## config.mk

```make
export PLATFORM = sky130hd
export DESIGN_NAME = physics_step_scheduler
export DESIGN_NICKNAME = d
export VERILOG_FILES = /design/src/rtl/game_pkg.sv /design/src/rtl/physics_step_scheduler_sat_counter.sv /design/src/rtl/physics_step_scheduler.sv
export SDC_FILE = /design/constraint.sdc
export NUM_CORES = 1
export LEC_CHECK = 0
export ABC_AREA = 1
export BUFFER_PORTS_ARGS = -buffer_cell sky130_fd_sc_hd__clkbuf_2
export CORE_AREA = 2 2 68 70
export CTS_BUF_LIST = sky130_fd_sc_hd__clkbuf_2 sky130_fd_sc_hd__clkbuf_4 sky130_fd_sc_hd__clkbuf_8
export DETAILED_ROUTE_END_ITERATION = 16
export DIE_AREA = 0 0 70 72
export GPL_TIMING_DRIVEN = 0
export HOLD_SLACK_MARGIN = 0.1
export PLACE_DENSITY = 0.57
export SLEW_MARGIN = 25
export SYNTH_ARGS = -nofsm -noshare
export SYNTH_HDL_FRONTEND = slang
export SYNTH_SLANG_ARGS = --single-unit
```

## constraint.sdc

```tcl
create_clock -name i_clk -period 1.72 [get_ports i_clk]
set_input_delay 0.086 -clock i_clk [delete_from_list [all_inputs] [get_ports i_clk]]
set_output_delay 0.086 -clock i_clk [all_outputs]
set_load 0.05 [all_outputs]
```

## src/rtl/game_pkg.sv

```systemverilog
// Shared types and defaults for the game datapath: physics step scheduler
// state encoding and per-frame sequencing constants.
package game_pkg;

  localparam int unsigned SCHED_NUM_CARS    = 2;
  localparam int unsigned SCHED_ROT_TIMEOUT = 64;

  // Legacy state encodings, kept stable so existing waveform decoders still match.
  localparam logic [2:0] SCHED_IDLE   = 3'd0;
  localparam logic [2:0] SCHED_REQ    = 3'd1;
  localparam logic [2:0] SCHED_WAIT   = 3'd2;
  localparam logic [2:0] SCHED_POS    = 3'd3;
  localparam logic [2:0] SCHED_COMMIT = 3'd4;
  localparam logic [2:0] SCHED_DONE   = 3'd5;

  typedef enum logic [2:0] {
    ST_IDLE   = SCHED_IDLE,
    ST_REQ    = SCHED_REQ,
    ST_WAIT   = SCHED_WAIT,
    ST_POS    = SCHED_POS,
    ST_COMMIT = SCHED_COMMIT,
    ST_DONE   = SCHED_DONE
  } sched_state_t;

endpackage

```

## src/rtl/physics_step_scheduler_sat_counter.sv

```systemverilog
// Saturating up-counter with synchronous clear; clear wins over increment.
module sat_counter #(
  parameter int unsigned WIDTH = 8
) (
  input  logic             i_clk,
  input  logic             i_rst_n,
  input  logic             i_inc,
  input  logic             i_clr,
  output logic [WIDTH-1:0] o_count
);

  always_ff @(posedge i_clk or negedge i_rst_n) begin
    if (!i_rst_n) begin
      o_count <= '0;
    end else if (i_clr) begin
      o_count <= '0;
    end else if (i_inc && (o_count != '1)) begin
      o_count <= o_count + WIDTH'(1);
    end
  end

endmodule

```

## src/rtl/physics_step_scheduler.sv

```systemverilog
// Per-frame sequencer: shares one rotator across all cars, strobes each car's
// position update, commits angle/velocity state, then signals frame done.
module physics_step_scheduler
  import game_pkg::*;
#(
  parameter int unsigned NUM_CARS      = SCHED_NUM_CARS,
  parameter int unsigned CAR_IDX_WIDTH = 1,
  parameter int unsigned ROT_TIMEOUT   = SCHED_ROT_TIMEOUT,
  parameter int unsigned OVR_CNT_WIDTH = 8
) (
  input  logic                     i_clk,
  input  logic                     i_rst_n,
  input  logic                     i_enable,
  input  logic                     i_frame_tick,
  input  logic                     i_rot_valid,
  input  logic                     i_clear_err,
  output logic                     o_rot_start,
  output logic [CAR_IDX_WIDTH-1:0] o_car_sel,
  output logic                     o_pos_we,
  output logic                     o_state_we,
  output logic                     o_busy,
  output logic                     o_frame_done,
  output logic                     o_err_timeout,
  output logic [OVR_CNT_WIDTH-1:0] o_overrun_cnt
);

  localparam int unsigned TMO_WIDTH = (ROT_TIMEOUT > 1) ? $clog2(ROT_TIMEOUT) : 1;
  localparam logic [CAR_IDX_WIDTH-1:0] LAST_IDX = CAR_IDX_WIDTH'(NUM_CARS - 1);
  localparam logic [TMO_WIDTH-1:0]     TMO_LAST = TMO_WIDTH'(ROT_TIMEOUT - 1);

  sched_state_t             state_q, state_d;
  logic [CAR_IDX_WIDTH-1:0] idx_q, idx_d;
  logic [TMO_WIDTH-1:0]     tmo_q, tmo_d;
  logic                     tmo_hit;

  always_comb begin
    state_d = state_q;
    idx_d   = idx_q;
    tmo_d   = tmo_q;
    tmo_hit = 1'b0;
    case (state_q)
      ST_IDLE: begin
        if (i_frame_tick && i_enable) begin
          state_d = ST_REQ;
          idx_d   = '0;
        end
      end
      ST_REQ: begin
        tmo_d   = '0;
        state_d = ST_WAIT;
      end
      ST_WAIT: begin
        // A result arriving on the timeout cycle still counts as valid.
        if (i_rot_valid) begin
          state_d = ST_POS;
        end else if (tmo_q == TMO_LAST) begin
          tmo_hit = 1'b1;
          if (idx_q == LAST_IDX) begin
            state_d = ST_COMMIT;
          end else begin
            idx_d   = idx_q + CAR_IDX_WIDTH'(1);
            state_d = ST_REQ;
          end
        end else begin
          tmo_d = tmo_q + TMO_WIDTH'(1);
        end
      end
      ST_POS: begin
        if (idx_q == LAST_IDX) begin
          state_d = ST_COMMIT;
        end else begin
          idx_d   = idx_q + CAR_IDX_WIDTH'(1);
          state_d = ST_REQ;
        end
      end
      ST_COMMIT: state_d = ST_DONE;
      ST_DONE: begin
        idx_d   = '0;
        state_d = ST_IDLE;
      end
      default: state_d = ST_IDLE;
    endcase
  end

  // Strobes are registered from next-state so they line up with the state register.
  always_ff @(posedge i_clk or negedge i_rst_n) begin
    if (!i_rst_n) begin
      state_q       <= ST_IDLE;
      idx_q         <= '0;
      tmo_q         <= '0;
      o_rot_start   <= 1'b0;
      o_pos_we      <= 1'b0;
      o_state_we    <= 1'b0;
      o_busy        <= 1'b0;
      o_frame_done  <= 1'b0;
      o_err_timeout <= 1'b0;
    end else begin
      state_q      <= state_d;
      idx_q        <= idx_d;
      tmo_q        <= tmo_d;
      o_rot_start  <= (state_d == ST_REQ);
      o_pos_we     <= (state_d == ST_POS);
      o_state_we   <= (state_d == ST_COMMIT);
      o_busy       <= (state_d != ST_IDLE);
      o_frame_done <= (state_d == ST_DONE);
      if (i_clear_err) begin
        o_err_timeout <= 1'b0;
      end else if (tmo_hit) begin
        o_err_timeout <= 1'b1;
      end
    end
  end

  assign o_car_sel = idx_q;

  sat_counter #(
    .WIDTH(OVR_CNT_WIDTH)
  ) u_overrun_cnt (
    .i_clk  (i_clk),
    .i_rst_n(i_rst_n),
    .i_inc  (i_frame_tick && o_busy),
    .i_clr  (i_clear_err),
    .o_count(o_overrun_cnt)
  );

endmodule

```

==> reports/qor.yml, run 1 <==
power:
  p_per_area_mw_per_mm2: 1340
  intPower_w: 0.00113
  switching_power_w: 0.000951
  power.share.sequential_pct: 36.1
  p_clk_share_pct: 18.7
  ir_drop_mv: 0.494
  combPwrFrac_pct: 45.2
  p_leak_nw: 0.774
  power.total_w: 0.00208
  p_sw_share_pct: 45.7
logic_synthesis:
  synthesis.area_mm2: 0.00130
  yosysSeqAreaShare_pct: 46.1
  ys_warn_count: 0
  yosysUniqueCellTypes: 23
  syn_nets: 180
  avgSynthCellArea_um2: 7.57
  synth_cells: 172
  ys_seq_elements: 24
timing:
  worst_slew_pin_slew_ns: 0.612
  slew_headroom_pct: 59.2
  slew_viol_final: 0
  finalCriticalPeriod_ns: 1.53
  setup_viol: 0
  period_share_pct: 88.8
  worst_slack_ns: 0.192
  hold_violations: 0
  skew_ns: 0.00905
  fmax_mhz: 654
  whs_ns: 0.160
run:
  maxCapViolCount: 0
floorplanning:
  fp.dieArea_mm2: 0.00504
  dieHeight_um: 72
  start_util_pct: 30.5
  die_w_um: 70
  core.rowCount: 24
  ios: 21
  core_mm2: 0.00426
global_route:
  antenna_found_initial: 0
  grtUsageTotal_pct: 11.9
  grt_pass1_wl_mm: 4.85
  grt_max_degree: 25
  grt_pass1_vias: 1134
  overflow: 0
setup_path:
  rr_startpoint: "tmo_q[0]"
  endpoint_kind: "flop"
  cp_data_required_time_ns: 1.87
  crit_arrival_ns: 1.68
  crit_type: "reg -> reg"
  r2r_end: "o_car_sel"
  cpMostUsedCell: "nand2_1"
  cp_max_fo: 4
  critical-path-max-stage-delay_ns: 0.40
  slowest_stage: "dfrtp_1"
  rr_worst_depth: 8
  worstPathCellList: "ha_1 > nand2_1 > nor2_2 > nand3_1 > nand2_1 > inv_1 > o21ai_0 > nand2_1"
  cp-start-kind: "flop"
  rrSetupSlack_ns: 0.19
drt:
  wl_per_cell_um: 11.0
  drcViolationCount: 0
  drt_iter0_markers: 69
  ant_nets: 0
  drt-vias-per-instance: 4.69
  routed_wl_mm: 2.75
  first_pass_iters: 4
  vias: 1172
clock_tree:
  cts.sinks: 24
  cts_max_level: 1
  root_buffer: "clkbuf_8"
  clk_latency_ns: 0.27
  cts.clk_slew.worst_paths_ns: 0.09
  cts_made_buffers: 3
  ctsLongestPathBuffers: 2
  cts_post_setup_buffers_inserted: 0
  cts_tree: "built"
placed_design:
  dp_hpwl_mm: 2.03
  gp_congestion: 0.810
  dp_slack_ns: 0.128
  dpl_cell_area_mm2: 0.00147
  port_buffers: 20
run_status:
  status: "finished clean"
layout:
  area_growth_pct: 18.8
  final_common_cell: "nand2_1"
  fin_util_pct: 36.3
  final_area_mm2: 0.00155
  drive_above_1_share_pct: 17.7
  diodes: 0
  nets: 207
  fill_cells: 469
  mostFrequentLayoutCells: "45 x nand2_1, 25 x inv_1, 24 x dfrtp_1"
hold_path:
  holdPathStages: 4
  hold_class: "in -> reg"
  hold_end: "o_state_we"
  min_from: "i_enable"
## power groups by stage
stage | combinational (W) | clock, W | sequential, W
finish | 0.000941 | 0.000389 | 0.000751
global route | 0.00104 | 0.000427 | 0.000772
detailed placement | 0.000939 | 0 | 0.000767
CTS | 0.000946 | 0.000406 | 0.000755
global placement | 0.000940 | 0 | 0.000765
floorplan | 0.000516 | 0 | 0.000974
## routing by layer
metal,up-vias,wire [µm],track usage [%]
li1,596,-,-
met3,4,152,2.22
met1,529,1250,15.3
met4,0,46,5.13
met2,43,1300,19.9
met5,-,0,0
## per-stage QoR
step	setup TNS, ns	cells
global route	-0.00478	250
global placement	0	244
finish	0	250
floorplan	0	172
detailed placement	0	244
CTS	0	250
## repair_timing
action,CTS,global route
setup endpoints to repair,0,2
gates resized for setup,0,3
hold buffers,2,0
endpoints found under the hold margin,25,0
## cell usage after synthesis, drive strengths merged
cell type	number	share of area, %
nand4	6	2.9
dfrtp	24	46
nor2	23	6.6
inv	26	7.7
nand3	15	6.7
o21a	1	0.58
ha	2	1.9
nor3	2	1.6
clkinv	1	0.29
xor2	2	1.3
nand2	47	14
buf	2	1.2
or2	1	0.48
o21ai	14	6.0
a21oi	6	2.6
## state kept, by name (all words and copies together) (netlist names)
register / flops
o_rot_start: 1
tmo_q: 6
o_frame_done: 1
o_state_we: 1
u_overrun_cnt.o_count: 8
o_err_timeout: 1
o_busy: 1
o_car_sel: 1
state_q: 3
o_pos_we: 1
## critical path, delay by kind of cell (launching register included)
family          cells  cell delay (ns)
simple gates        5             0.58
compound gates      1             0.16
flops               1             0.40
fa+ha+maj           1             0.18
buf+inv             1             0.10
## area by class of cell
class / count / area [µm²] / area share, %
clock buffer: 4 / 55.1 / 3.56
inverter: 27 / 104 / 6.71
tap: 52 / 65.1 / 4.20
buffer: 2 / 18.8 / 1.21
timing repair buffer: 22 / 120 / 7.76
multi-input combinational: 119 / 584 / 37.8
sequential: 24 / 601 / 38.8
## cells by family (layout without fill, tap and decap cells)
family | after synthesis | count (layout) | share of synthesized area [%]
simple gates | 94 | 94 | 32.3
buf+inv | 29 | 55 | 9.22
flops | 24 | 24 | 46.1
compound gates | 21 | 21 | 9.13
fa+ha+maj | 2 | 2 | 1.92
xor+xnor | 2 | 2 | 1.35
## how the worst max path moves through the flow
| stage | start | to | slack [ns] | cells after the start |
|---|---|---|---|---|
| 5_1_grt | u_overrun_cnt.o_count[0] | u_overrun_cnt.o_count[6] | -0.005 | 9 |
| 2_1_floorplan | u_overrun_cnt.o_count[1] | u_overrun_cnt.o_count[6] | 0.08 | 9 |
| 6_report | tmo_q[0] | o_car_sel | 0.19 | 8 |
| 3_3_place_gp | tmo_q[0] | o_car_sel | 0.17 | 8 |
| 3_5_place_dp | tmo_q[0] | o_car_sel | 0.13 | 8 |
| 4_1_cts | tmo_q[0] | o_car_sel | 0.11 | 8 |
Note: power is estimated with default switching activity, not from simulation.
==> inputs of run 2 (changes only) <==
Settings changed: CORE_AREA 2 2 68 70 to 2 2 57 59, DIE_AREA 0 0 70 72 to 0 0 59 61, PLACE_DENSITY 0.57 to 0.73.
==> run 2 against run 1 <==
Effect of this change:
- critical path depth rose by 1
- core utilization rose by 14 points
- final area fell by 3.6%
==> reports/qor.yml, run 2 (same netlist as run 1, synthesis figures left out) <==
run_status:
  status: "finished clean"
setup_path:
  cpMostUsedCell: "nand2_1"
  endpoint_kind: "flop"
  crit_arrival_ns: 1.76  # +0.08 ns
  cp_data_required_time_ns: 1.97  # +0.10 ns
  worstPathCellList: "ha_1 > inv_1 > nor2_1 > a21oi_1 > clkbuf_4 > nand2_1 > nand2_1 > nand2_1 > nor2_1"
  cp_max_fo: 10  # +6
  critical-path-max-stage-delay_ns: 0.44  # +0.04 ns
  crit_type: "reg -> reg"
  rrSetupSlack_ns: 0.20  # about the same
  cp-start-kind: "flop"
  slowest_stage: "dfrtp_1"
placed_design:
  dpl_cell_area_mm2: 0.00144  # -1.6%
  gp_congestion: 0.807  # -0.39%
  dp_hpwl_mm: 1.83  # -9.8%
  dp.cells: 225  # -7.8%
  port_buffers: 20  # unchanged
layout:
  diodes: 0  # unchanged
  seq_area_um2: 601  # unchanged
  multi_input_area_um2: 584  # unchanged
  final_common_cell: "nand2_1"
  nets: 207  # unchanged
  mostFrequentLayoutCells: "45 x nand2_1, 25 x inv_1, 24 x dfrtp_1"
  instances_no_fill: 230  # -8.0%
  drive_above_1_share_pct: 17.3  # -0.42 points
  fill_cells: 293  # -38%
  final_area_mm2: 0.00149  # -3.6%
  top_register: "u_overrun_cnt.o_count"
  top_regs: "u_overrun_cnt.o_count x8, tmo_q x6, state_q x3"
  area_growth_pct: 14.5
  fin_util_pct: 50.5  # +14 points
  largest_reg_flops: 8  # unchanged
clock_tree:
  cts.sinks: 24  # unchanged
  cts.clk_slew.worst_paths_ns: 0.12  # +0.03 ns
  root_buffer: "clkbuf_4"
  clk_latency_ns: 0.30  # +0.03 ns
  ctsLongestPathBuffers: 2  # unchanged
  cts_max_level: 1  # unchanged
  cts_made_buffers: 3  # unchanged
  cts_tree: "built"
  cts_post_setup_buffers_inserted: 0  # unchanged
drt:
  drcViolationCount: 0  # unchanged
  first_pass_iters: 4  # unchanged
  drt-vias-per-instance: 4.90  # +4.4%
  vias: 1126  # -3.9%
  routed_wl_mm: 2.41  # -12%
  drt_iter0_markers: 117  # +70%
  ant_nets: 0  # unchanged
  wl_per_cell_um: 10.5  # -4.4%
global_route:
  overflow: 0  # unchanged
  grt_pass1_wl_mm: 4.37  # -10%
  grtUsageTotal_pct: 16.0  # +4.0 points
  grt_pass1_vias: 1057  # -6.8%
  antenna_found_initial: 0  # unchanged
  grt_max_degree: 25  # unchanged
timing:
  skew_ns: 0.00142  # -0.00763 ns
  fmax_mhz: 659  # +0.77%
  worst_slew_pin_slew_ns: 0.613  # +0.000686 ns
  finalCriticalPeriod_ns: 1.52  # -0.0117 ns
  hold_violations: 0  # unchanged
  period_share_pct: 88.2  # -0.68 points
  slew_viol_final: 0  # unchanged
  tns_ns: 0  # unchanged
  rsz0062_at_grt: "false"
  setup_viol: 0  # unchanged
  slew_headroom_pct: 59.2  # about the same
run:
  maxCapViolCount: 0  # unchanged
floorplanning:
  fp.dieArea_mm2: 0.00360  # -29%
  die_w_um: 59  # -16%
  core_mm2: 0.00295  # -31%
  dieHeight_um: 61  # -15%
  core.rowCount: 20  # -17%
  start_util_pct: 44.1  # +14 points
  ios: 21  # unchanged
power:
  power.total_w: 0.00192  # -7.9%
  ir_drop_mv: 0.876  # +77%
  p_leak_nw: 0.759  # -2.0%
  p_per_area_mw_per_mm2: 1280  # -4.4%
hold_path:
  hold_class: "in -> reg"
run 2: timing repair:
action / in CTS / in global routing
endpoints found under the setup margin: 0 / 2
resized for setup: 0 / 2
hold buffers: 2 / 0
hold endpoints to repair: 25 / 0
run 2: worst max-delay path: cells and delay by family (launching register included):
| kind | cells | cell delay [ns] |
|---|---|---|
| flip-flops | 1 | 0.44 |
| adder cells (fa/ha/maj) | 1 | 0.25 |
| AO/OA/AOI/OAI | 1 | 0.17 |
| buffers and inverters | 2 | 0.29 |
| AND/OR/NAND/NOR | 5 | 0.32 |
run 2: where the power goes:
group / internal (W) / leakage (nW) / switching (W)
sequential: 0.000675 / 0.324 / 0.0000765
clock: 0.0000816 / 0.0138 / 0.000154
combinational: 0.000250 / 0.421 / 0.000680
total: 0.00101 / 0.759 / 0.000910
run 2: area by class of cell:
class                   instances  area share, %
flip-flops and latches         24           40.3
clock buffers                   3           1.51
multi-input cells             119           39.2
plain buffers                   2           1.26
well taps                      33           2.77
inverters                      27           6.96
repair buffers                 22           8.05
run 2: final timing paths:
kind / start / to / cells after the start
max: u_overrun_cnt.o_count[0] / u_overrun_cnt.o_count[6] / 9
min: i_enable / o_state_we / 4
max reg2reg: u_overrun_cnt.o_count[0] / u_overrun_cnt.o_count[6] / 9
min reg2reg: o_err_timeout / o_err_timeout / 1
max in group asynchronous: i_rst_n / o_car_sel / 2
min in group asynchronous: i_rst_n / u_overrun_cnt.o_count[3] / 2
run 2: layer usage:
| metal | routed length, µm | part of all wire (%) | vias up | track usage, % |
|---|---|---|---|---|
| li1 | - | - | 600 | - |
| met1 | 1230 | 51 | 505 | 21.3 |
| met2 | 1100 | 45 | 19 | 25.6 |
| met3 | 65 | 2.7 | 2 | 2.77 |
| met4 | 27 | 1.1 | 0 | 7.14 |
| met5 | 0 | 0 | - | 0 |
run 2: through the flow:
stage / worst slack [ns] / hold slack (ns)
5_1_grt: 0.00340 / 0.140
2_1_floorplan: 0.0822 / -0.210
4_1_cts: 0.174 / 0.103
6_report: 0.204 / 0.115
3_3_place_gp: 0.196 / 0.118
3_5_place_dp: 0.194 / 0.125
==> inputs of run 3 (changes only) <==
Settings changed: GPL_TIMING_DRIVEN 0 to default.
==> run 3 against run 2 <==
Effect of this change:
- non-clock buffer count rose by 1
- combinational power shrank 3.5%
- maximum frequency fell by 3.2%
- count of clock-buffer cells in the layout rose by 1
- largest power group unchanged
- critical path depth decreased by 1
==> reports/qor.yml, run 3 (same netlist as run 1, synthesis figures left out) <==
setup_path:
  worstPathCellList: "ha_1 > nand2_1 > nor2_1 > nand3_1 > nand2_1 > inv_1 > o21ai_0 > nand2_1"
  rr_worst_depth: 8  # -1
  rrSetupSlack_ns: 0.15  # -0.05 ns
  rr_startpoint: "tmo_q[0]"
  crit_arrival_ns: 1.78  # +0.02 ns
  critical-path-max-stage-delay_ns: 0.41  # -0.03 ns
  cp_top_family: "simple AND/OR/NAND/NOR gates"
  crit_buf_inv: 1  # -1
  cp-start-kind: "flop"
  crit_type: "reg -> reg"
  crit_path_start: "tmo_q[0]"
  crit_cells: 8  # -1
  endpoint_kind: "flop"
  cp_max_fo: 4  # -6
  r2r_end: "o_car_sel"
  endpoint: "o_car_sel"
  cpMostUsedCell: "nand2_1"
  cp_data_required_time_ns: 1.93  # -0.04 ns
  slowest_stage: "dfrtp_1"
floorplanning:
  ios: 21  # unchanged
  start_util_pct: 44.1  # unchanged
  die_w_um: 59  # unchanged
  core.rowCount: 20  # unchanged
  core_mm2: 0.00295  # unchanged
  fp.dieArea_mm2: 0.00360  # unchanged
  dieHeight_um: 61  # unchanged
global_route:
  grt_pass1_vias: 1075  # +1.7%
  grt_max_degree: 25  # unchanged
  grtUsageTotal_pct: 16.6  # +0.59 points
  antenna_found_initial: 0  # unchanged
  grt_pass1_wl_mm: 4.47  # +2.4%
  overflow: 0  # unchanged
layout:
  mostFrequentLayoutCells: "45 x nand2_1, 25 x inv_1, 24 x dfrtp_1"
  area_growth_pct: 15.9
  nets: 208  # +0.48%
  final_common_cell: "nand2_1"
  largest_reg_flops: 8  # unchanged
  drive_above_1_share_pct: 17.1  # -0.17 points
  fill_cells: 300  # +2.4%
  top_regs: "u_overrun_cnt.o_count x8, tmo_q x6, state_q x3"
  top_register: "u_overrun_cnt.o_count"
  diodes: 0  # unchanged
timing:
  period_share_pct: 91.1  # +2.9 points
  fmax_mhz: 638  # -3.2%
  rsz0062_at_grt: "false"
  finalCriticalPeriod_ns: 1.57  # +0.0505 ns
  tns_ns: 0  # unchanged
  setup_viol: 0  # unchanged
  hold_violations: 0  # unchanged
  skew_ns: 0.00313  # +0.00171 ns
  worst_slew_pin_slew_ns: 0.604  # -0.00902 ns
  slew_headroom_pct: 59.8  # +0.60 points
  slew_viol_final: 0  # unchanged
  whs_ns: 0.125  # +0.0100 ns
clock_tree:
  ctsLongestPathBuffers: 2  # unchanged
  cts_tree: "built"
  cts.clk_slew.worst_paths_ns: 0.13  # about the same
  clk_latency_ns: 0.31  # about the same
  cts.sinks: 24  # unchanged
  root_buffer: "clkbuf_4"
  cts_made_buffers: 3  # unchanged
  cts.repair.resized: 0  # unchanged
  cts_post_setup_buffers_inserted: 0  # unchanged
  cts_max_level: 1  # unchanged
power:
  p_per_area_mw_per_mm2: 1300  # +1.4%
  p_leak_nw: 0.769  # +1.4%
  ir_drop_mv: 0.722  # -18%
run:
  maxCapViolCount: 0  # unchanged
placed_design:
  gp_congestion: 0.798  # -1.2%
  port_buffers: 20  # unchanged
  dp_hpwl_mm: 1.87  # +2.1%
hold_path:
  min_from: "i_frame_tick"
  hold_class: "in -> reg"
drt:
  routed_wl_mm: 2.46  # +1.9%
  drcViolationCount: 0  # unchanged
  wl_per_cell_um: 10.6  # +1.0%
  vias: 1140  # +1.2%
  first_pass_iters: 4  # unchanged
  ant_nets: 0  # unchanged
  drt-vias-per-instance: 4.91  # +0.37%
  drt_iter0_markers: 28  # -76%
run_status:
  status: "finished clean"
[run 3: changes by cell type in the layout (fill, tap and decap cells not counted), sizes merged]
cell and change:
buf +1, dlygate4sd3 +1
[run 3: how the worst min path moves through the flow]
stage	end	slack [ns]	cells after the start
floorplan	o_busy	-0.21	0
global placement	u_overrun_cnt.o_count[7]	0.12	1
detailed placement	u_overrun_cnt.o_count[7]	0.12	1
CTS	o_state_we	0.11	4
global route	o_state_we	0.15	4
finish	o_state_we	0.12	4
[run 3: metrics by stage]
step                total power [W]  utilization (%)  std cells  setup slack, ns  cell area, µm²
floorplan                   0.00149                -        172           0.0822            1300
global placement            0.00168             48.9        225            0.165            1440
detailed placement          0.00168             48.9        225            0.164            1440
CTS                         0.00200             51.1        232            0.144            1510
global route                0.00213             51.1        232           0.0174            1510
finish                      0.00197             51.1        232            0.153            1510
[run 3: repair_timing]
action,in CTS,in global routing
hold endpoints to repair,26,0
endpoints found under the setup margin,0,0
hold buffers,3,0
[run 3: worst reg2reg max path, cell delays in order, from the launching register on]
cell and delay [ns]:
dfrtp_1 0.41, ha_1 0.18, nand2_1 0.09, nor2_1 0.23, nand3_1 0.10, nand2_1 0.13
inv_1 0.10, o21ai_0 0.16, nand2_1 0.07
[run 3: power by group]
group	total, W	switching (W)	internal (W)
registers	0.000772	0.0000975	0.000674
clock network	0.000296	0.000167	0.000129
logic	0.000897	0.000653	0.000244
total	0.00197	0.000917	0.00105
[run 3: final cells by class]
| type | count | area (µm²) | area share (%) |
|---|---|---|---|
| multi-input cells | 119 | 582 | 38.6 |
| well taps | 33 | 41.3 | 2.74 |
| inverters | 27 | 104 | 6.88 |
| flip-flops and latches | 24 | 601 | 39.8 |
| clock buffers | 4 | 36.3 | 2.40 |
| repair buffers | 25 | 145 | 9.62 |
[run 3: routing by layer]
| layer | track usage, % | vias to the layer above | wire length (µm) |
|---|---|---|---|
| met1 | 22.4 | 511 | 1200 |
| met3 | 2.99 | 4 | 97 |
| met5 | 0 | - | 0 |
| li1 | - | 601 | - |
| met2 | 26.3 | 24 | 1130 |
| met4 | 6.82 | 0 | 31 |
